===== config.mk =====
export PLATFORM = sky130hd
export DESIGN_NAME = ripple_count_sampler
export DESIGN_NICKNAME = d
export VERILOG_FILES = /design/src/rtl/ripple_count_sampler.sv
export SDC_FILE = /design/constraint.sdc
export NUM_CORES = 1
export LEC_CHECK = 0
export CAP_MARGIN = 20
export CORE_UTILIZATION = 30
export CTS_CLUSTER_SIZE = 25
export DETAILED_ROUTE_END_ITERATION = 8
export PLACE_DENSITY = 0.51
export SETUP_SLACK_MARGIN = 0.15
export SKIP_LAST_GASP = 1
export SLEW_MARGIN = 20
export SYNTH_ARGS = -nofsm -noshare
export SYNTH_HDL_FRONTEND = slang
export SYNTH_SLANG_ARGS = --single-unit

===== constraint.sdc =====
create_clock -name clk -period 2.98 [get_ports clk]
set_clock_uncertainty 0.05 [all_clocks]
set_input_delay 0.596 -clock clk [delete_from_list [all_inputs] [get_ports clk]]
set_output_delay 0.596 -clock clk [all_outputs]
set_load 0.1 [all_outputs]

===== src/rtl/ripple_count_sampler.sv =====
// ---------------------------------------------------------------------------
// ripple_count_sampler
//
// Purpose:
//   This block samples the raw outputs of an asynchronous ripple counter in
//   the clk domain. Each bit passes through a two-flop synchroniser. A
//   stability filter then discards the transient codes that appear while the
//   ripple counter settles. Each settled count change becomes one record
//   {wrap, data} in a small FIFO, which a consumer drains over valid/ready.
//
// Parameters:
//   WIDTH  - counter width sampled
//   STABLE - consecutive identical synchronised samples needed (1..15)
//   DEPTH  - FIFO entries (power of 2, >= 2)
//
// Ports:
//   clk        in   sampling clock, rising edge
//   reset      in   asynchronous active-low reset
//   q_in       in   [WIDTH]  raw ripple counter bits (asynchronous)
//   out_valid  out  FIFO head valid
//   out_ready  in   consumer accepts head
//   out_data   out  [WIDTH]  head record count value
//   out_wrap   out  head record wrap flag
//   level      out  [clog2(DEPTH)+1]  FIFO occupancy
//   overflow   out  sticky flag: a record was dropped
//   ovf_clr    in   synchronous clear of overflow
//   value      out  [WIDTH]  current settled count
//   wrap_count out  [8]  accepted wraps (only with RIPPLE_SAMPLER_WRAPCNT_EN)
//
// Optional feature macro: RIPPLE_SAMPLER_WRAPCNT_EN
// ---------------------------------------------------------------------------
module ripple_count_sampler #(
  parameter int WIDTH  = 4,
  parameter int STABLE = 2,
  parameter int DEPTH  = 4
) (
  input  logic                       clk,
  input  logic                       reset,
  input  logic [WIDTH-1:0]           q_in,
  output logic                       out_valid,
  input  logic                       out_ready,
  output logic [WIDTH-1:0]           out_data,
  output logic                       out_wrap,
  output logic [$clog2(DEPTH):0]     level,
  output logic                       overflow,
  input  logic                       ovf_clr,
  output logic [WIDTH-1:0]           value
`ifdef RIPPLE_SAMPLER_WRAPCNT_EN
  ,
  output logic [7:0]                 wrap_count
`endif
);

  localparam int PW = $clog2(DEPTH);
  localparam int LW = PW + 1;

  logic [WIDTH-1:0] r_s1;
  logic [WIDTH-1:0] r_s2;
  logic [WIDTH-1:0] r_cand;
  logic [3:0]       r_cnt;
  logic [WIDTH-1:0] r_value;

  logic [WIDTH:0]   r_mem [DEPTH];
  logic [PW-1:0]    r_wrPtr;
  logic [PW-1:0]    r_rdPtr;
  logic [LW-1:0]    r_level;
  logic [WIDTH:0]   r_hold;
  logic             r_ovf;

  logic             w_accept;
  logic             w_wrap;
  logic             w_full;
  logic             w_pop;
  logic             w_write;
  logic             w_drop;
  logic [WIDTH:0]   w_head;

  // Accept decision. When STABLE > 1, a value is accepted on the edge where
  // the candidate reaches its STABLE-th matching sample. This fires only
  // once per candidate, so a long-held value cannot be pushed twice. When
  // STABLE is 1, any synchronised change is accepted directly. In both
  // cases the accepted code equals r_s2.
  always_comb begin
    w_accept = 1'b0;
    if (STABLE == 1) begin
      w_accept = (r_s2 != r_value);
    end else begin
      w_accept = (r_s2 == r_cand) &&
                 (({1'b0, r_cnt} + 5'd1) == 5'(STABLE)) &&
                 (r_cand != r_value);
    end
  end

  // A record is a wrap when the new count is below the old one.
  assign w_wrap  = (r_s2 < r_value);

  assign w_full  = (r_level == LW'(DEPTH));
  assign w_pop   = (r_level != '0) && out_ready;
  // When the FIFO is full, a push still lands if the head leaves on the same edge.
  assign w_write = w_accept && (!w_full || w_pop);
  assign w_drop  = w_accept && w_full && !w_pop;
  assign w_head  = r_mem[r_rdPtr];

  // Synchroniser, stability filter and settled value.
  always_ff @(posedge clk or negedge reset) begin
    if (!reset) begin
      r_s1    <= '0;
      r_s2    <= '0;
      r_cand  <= '0;
      r_cnt   <= 4'(STABLE);
      r_value <= '0;
    end else begin
      r_s1 <= q_in;
      r_s2 <= r_s1;
      if (r_s2 != r_cand) begin
        r_cand <= r_s2;
        r_cnt  <= 4'd1;
      end else if (r_cnt < 4'(STABLE)) begin
        r_cnt <= r_cnt + 4'd1;
      end
      if (w_accept) begin
        r_value <= r_s2;
      end
    end
  end

  // FIFO storage, pointers and occupancy. On reset, the contents are cleared
  // so that the head reads as zero until the first push.
  always_ff @(posedge clk or negedge reset) begin
    if (!reset) begin
      for (int i = 0; i < DEPTH; i++) begin
        r_mem[i] <= '0;
      end
      r_wrPtr <= '0;
      r_rdPtr <= '0;
      r_level <= '0;
    end else begin
      if (w_write) begin
        r_mem[r_wrPtr] <= {w_wrap, r_s2};
        r_wrPtr        <= r_wrPtr + PW'(1);
      end
      if (w_pop) begin
        r_rdPtr <= r_rdPtr + PW'(1);
      end
      case ({w_write, w_pop})
        2'b10:   r_level <= r_level + LW'(1);
        2'b01:   r_level <= r_level - LW'(1);
        default: r_level <= r_level;
      endcase
    end
  end

  // r_hold tracks the head while the FIFO is non-empty. After the FIFO
  // drains, the outputs keep showing the last record instead of a stale slot.
  always_ff @(posedge clk or negedge reset) begin
    if (!reset) begin
      r_hold <= '0;
    end else if (r_level != '0) begin
      r_hold <= w_head;
    end
  end

  // Sticky overflow. A drop on the same edge as a clear keeps the flag set.
  always_ff @(posedge clk or negedge reset) begin
    if (!reset) begin
      r_ovf <= 1'b0;
    end else if (w_drop) begin
      r_ovf <= 1'b1;
    end else if (ovf_clr) begin
      r_ovf <= 1'b0;
    end
  end

`ifdef RIPPLE_SAMPLER_WRAPCNT_EN
  logic [7:0] r_wrapCnt;

  // Counts every accepted wrap, including wraps whose record was dropped.
  always_ff @(posedge clk or negedge reset) begin
    if (!reset) begin
      r_wrapCnt <= '0;
    end else if (w_accept && w_wrap) begin
      r_wrapCnt <= r_wrapCnt + 8'd1;
    end
  end

  assign wrap_count = r_wrapCnt;
`endif

  assign out_valid = (r_level != '0);
  assign out_data  = out_valid ? w_head[WIDTH-1:0] : r_hold[WIDTH-1:0];
  assign out_wrap  = out_valid ? w_head[WIDTH]     : r_hold[WIDTH];
  assign level     = r_level;
  assign overflow  = r_ovf;
  assign value     = r_value;

endmodule


# Yosys cells after proc, flatten, opt, wreduce, memory -nomap -nowiden
# Index checks and enable logic that the tools add are counted.
word_totals:
  inputBits: 8
  out_inout_bits: 14
  reg_bits: 53
  wordCells: 61
op_classes:
  n_reduce_logical: 14
  mux: 13
  add_sub_neg: 6
  bitwise: 2
  magnitude_cmp: 5
  n_eq_ne: 7
ops:
  columns: ["cell", "n"]
  rows:
  - ["$bwmux 20", 1]
  - ["$mux 5", 3]
  - ["$mux 4", 3]
  - ["$bmux 5 s2", 1]
  - ["$demux 5 s2", 1]
  - ["$ne 4x4->1", 2]
  - ["$logic_and 1x1->1", 7]
  - ["$ge 3x3->1 const B", 2]
  - ["$not 2->3", 2]
  - ["$pmux 3 s2", 1]
  - ["$reduce_bool 2->1", 3]
  - ["$add 4x1->5 const B", 1]
  - ["$eq 5x2->1 const B", 1]
  - ["$add 2x1->2 const B", 2]
  - ["$add 4x1->4 const B", 1]
  - ["$eq 4x4->1", 1]
  - ["$lt 4x2->1 const B", 1]
  - ["$lt 4x4->1", 1]
  - ["$add 3x1->3 const B", 1]
  - ["$eq 3x3->1 const B", 1]
  - ["$lt 3x1->1 const B", 1]
  - ["$mux 1", 3]
  - ["$reduce_bool 3->1", 1]
  - ["$sub 3x1->3 const B", 1]
  - ["4 further kinds", 5]

# Longest topological paths before layout
depth:
  ltp_word: 7
  depth_mapped: 13
  depth_no_buf: 13

# Worst setup path before layout
# Ideal clock, no wire load.
synth_timing:
  path_type: "register to register"
  startpoint: "register r_level[0], in the netlist level[0]"
  endpoint: "register r_level[2], in the netlist level[2]"
  setup_ns: 0.162
  required_time_ns: 2.768
  setup_slack_ns: -0.602
  path_buffers: 1
  arrival_time_ns: 3.370
  synth_period_minus_slack_ns: 3.582
  path_stages_with_launch: 10
  cell_sequence: "dfrtp_1 or3_1 clkbuf_1 and2_1 ha_1 inv_1 fa_1 xor2_1 nor2_1 xor2_1"
synth_between:
  elab_chain_cells: 6
  word_cells_on_any_way: 12
  classes_between: "add/sub: 2; eq/ne: 3; mux: 1; reduce/logical: 6"
synth_lines:
  columns: ["item", "line", "rtl"]
  rows:
  - ["start: declaration", "66", "logic [LW-1:0] r_level;"]
  - ["start signal: assignment", "146", "2'b10: r_level <= r_level + LW'(1);"]
  - ["start signal: assignment", "147", "2'b01: r_level <= r_level - LW'(1);"]
  - ["start signal: assignment", "148", "default: r_level <= r_level;"]
  - ["$reduce_bool 3->1 (*)", null, null]
  - ["named net out_valid", "40", "output logic out_valid,"]
  - ["$logic_and 1x1->1 (*)", "98", "assign w_pop = (r_level != '0) && out_ready;"]
  - ["named net w_pop", "73", "logic w_pop;"]
  - ["$logic_or 1x1->1", "100", "assign w_write = w_accept && (!w_full || w_pop);"]
  - ["$logic_and 1x1->1", "100", null]
  - ["$eq 2x1->1 / $eq 2x2->1 (equally long branches)", "145", "case ({w_write, w_pop})"]
  - ["$pmux 3 s2 / $reduce_bool 2->1 (equally long branches)", null, null]
# Mark *: on every way through the listed nets, which the timed path passes. The rest lies on a longest branch.
# A chain may end at the register's enable or synchronous reset.

# Worst setup path after layout
layout_timing:
  startpoint: "input out_ready"
  endpoint: "register r_level[2], in the netlist level[2]"
layout_between:
  elab_chain_cells: 5
  word_cells_on_any_way: 7
  classes_between: "eq/ne: 2; mux: 1; reduce/logical: 4"
layout_lines:
  columns: ["item", "line", "rtl"]
  rows:
  - ["start: declaration", "41", "input logic out_ready,"]
  - ["$logic_and 1x1->1 (*)", "98", null]
  - ["$logic_or 1x1->1", "100", null]
  - ["$logic_and 1x1->1", "100", null]
  - ["$eq 2x1->1 / $eq 2x2->1 (equally long branches)", "145", null]
  - ["$pmux 3 s2 / $reduce_bool 2->1 (equally long branches)", null, null]
# Mark *: on every way between the ends. The rest lies on a longest branch, timed or not.

==> results_dict.tcl <==
set metrics [dict create \
    wl_per_cell_um 13.8 \
    cp-end-kind "register" \
    wirelength_mm 4.14 \
    period_minus_slack_ns 2.65 \
    fin_ws_ns 0.330 \
    hold_viol_final 0 \
    dp_hpwl_mm 2.98 \
    utilization_pct 37.5 \
    synthDistinctLibCells 31 \
    grt_max_degree 33 \
    n_antenna_cell 0 \
    yosysSeqAreaShare_pct 55.8 \
    cp-start-kind "primary input" \
    drive_gt1_share_pct 39.1 \
    fin_nets 215 \
    grt_use_total_pct 11.7 \
    die_x_um 91.0 \
    dieArea_sq_um 8280 \
    rsz0062_at_grt "no" \
    worst-path-max-fanout 2 \
    design.portCount 22 \
    clk_pin_slew_worst_paths_ns 0.10 \
    synth_nets 189 \
    cts_tree "done" \
    grt_pass1_vias 1395 \
    maxCapViolCount 0 \
    htree_levels 2 \
    overflow 0 \
    hp-class "primary input to asynchronous set/reset pin" \
    drc 0 \
    vias 1293 \
    cts_hold_buf 0 \
    initial_core_util_pct 30.9 \
    final-max-slew-violation-count 0 \
    netlist_area_sq_um 2380 \
    portBuffers 21 \
    synth_edf_count 0 \
    antenna_found_initial 0 \
    rows 32 \
    status "finished clean" \
    numCtsBuffers 5 \
    synth.avg_cell_area_sq_um 14.0 \
    dpl_worst_slack_ns -0.0224 \
    cts_root_buf "clkbuf_8" \
    core_area_sq_um 7690 \
    critPathArrivalTime_ns 2.83 \
    cp_slowest_cell "or4b_2" \
    ys_warn_count 0 \
    drt_first_pass_iters 4 \
    synthArstFlopShare_pct 100 \
    fmax_mhz 377 \
    required_ns 3.16 \
    grt_first_pass_wirelength_mm 7.33 \
    path_cells "clkdlybuf4s50_1 -> or4b_2 -> and2_1 -> inv_1 -> ha_1 -> inv_1 -> fa_1 -> xor2_1 -> nor2_1 -> xor2_1" \
    drt-initial-drc-count 29 \
    fin_cells 299 \
    fin_crit_sh_pct 88.9 \
    finalSetupViolations 0 \
    placed_cells 291 \
    synth_top_flop_cell "dfrtp_1" \
    ys_seq_elements 53 \
    clock_path_buffers 2 \
    clk_latency_ns 0.30 \
    clkSinkCount 53 \
    die_y_um 91.0 \
    max_slew.worst_pin.slew_ns 0.722 \
    slew_headroom_pct 51.8 \
    place.gp.congestion 0.797 \
    worst_path_largest_cell_delay_ns 0.62 \
    path_class "primary input to register" \
    postCtsSetupRepairBufs 0 \
    ant_nets 0 \
    detail_route.vias_per_cell 4.32 \
    area_delta_synth_final_pct 21.3 \
    netlist_instances 170 \
]
-- cells in the mapped netlist, drive strengths merged, types with 2 or more instances --
| cell | count | area (sq um) |
|---|---|---|
| dfrtp | 52 | 1300 |
| a21oi | 3 | 15.0 |
| o21ai | 4 | 20.0 |
| nand2 | 6 | 22.5 |
| buf | 2 | 8.75 |
| nand3 | 3 | 30.0 |
| mux2 | 27 | 304 |
| xor2 | 7 | 61.3 |
| clkbuf | 6 | 22.5 |
| nor3 | 2 | 21.3 |
| or3 | 3 | 18.8 |
| a21o | 2 | 15.0 |
| xnor2 | 8 | 70.1 |
| ha | 10 | 125 |
| nor2 | 4 | 15.0 |
| and2 | 2 | 12.5 |
| nand2b | 2 | 12.5 |
| inv | 12 | 45.0 |
| mux4 | 5 | 113 |
-- placed cells by master, fill, tap and decap left out, types with 3 or more instances in the layout --
master           netlist  routed
ha_1                  10      10
nor2_1                 4       4
dfrtp_2                0       6
or3_1                  3       3
o21ai_0                4       4
nand3_2                3       3
buf_4                  0      15
buf_12                 0       5
xnor2_1                8       8
dfrtp_1               52      45
xor2_1                 7       7
nand2_1                6       6
mux2_2                27      27
mux4_2                 5       5
clkdlybuf4s50_1        0       6
inv_1                 12      12
clkbuf_8               0       6
-- final timing paths --
check | startpoint | end | slack [ns] | cells after the start
worst max-delay path | out_ready | level[2] | 0.33 | 10
max in group asynchronous | reset | value[1] | 1.92 | 2
min in group clk | r_s1[0] | r_s2[0] | 0.30 | 0
worst min register to register | r_s1[0] | r_s2[0] | 0.30 | 0
worst max register to register | value[1] | level[2] | 0.38 | 11
worst min-delay path | reset | r_mem[14] | 0.29 | 1
-- metrics by stage --
step | cell area [sq um] | TNS (ns) | hold WS, ns
finish | 2880 | 0 | 0.290
global route | 2880 | 0 | 0.316
CTS | 2880 | 0 | 0.306
detailed placement | 2760 | -0.0224 | 0.285
global placement | 2760 | 0 | 0.285
floorplan | 2390 | 0 | 0.250
-- critical path: cells and delay by family --
kind	cells	cell delay, ns
xor+xnor	2	0.30
buf+inv	3	0.51
fa+ha+maj	2	0.52
simple gates	3	0.90
-- logic make-up after synthesis --
logic type,Yosys count,synth area share (%)
flops,53,55.8
mux,32,17.5
simple gates,26,7.68
buf+inv,20,3.21
xor+xnor,15,5.53
compound gates,13,4.11
fa+ha+maj,11,6.11
-- routing by layer --
| metal | global-route usage [%] | wire length (um) |
|---|---|---|
| met1 | 17.0 | 2220 |
| met5 | 0 | 0 |
| met2 | 16.6 | 1740 |
| met3 | 2.85 | 114 |
| met4 | 4.37 | 69 |
-- what timing repair did --
item	4_1_cts	5_1_grt
hold endpoints to repair	0	0
resized for setup	0	1
setup endpoints to repair	0	1
-- sequential cells by signal, indices dropped and copies added, names as in the netlist --
name	flops
r_mem	20
r_hold	5
r_cand	4
r_cnt	4
r_s1	4
r_s2	4
value	4
level	3
r_rdPtr	2
r_wrPtr	2
overflow	1
-- area by class of cell --
class / count / area, sq um
repair buffers: 27 / 278
clock buffers: 7 / 86.3
multi-input cells: 97 / 977
well taps: 102 / 128
flip-flops and latches: 53 / 1340
clock inverters: 1 / 30.0
inverters: 12 / 45.0
fillers: 771 / 4800
Power is not shown: default switching activity piles up to over one toggle a cycle in this logic, so the estimate is an artifact.
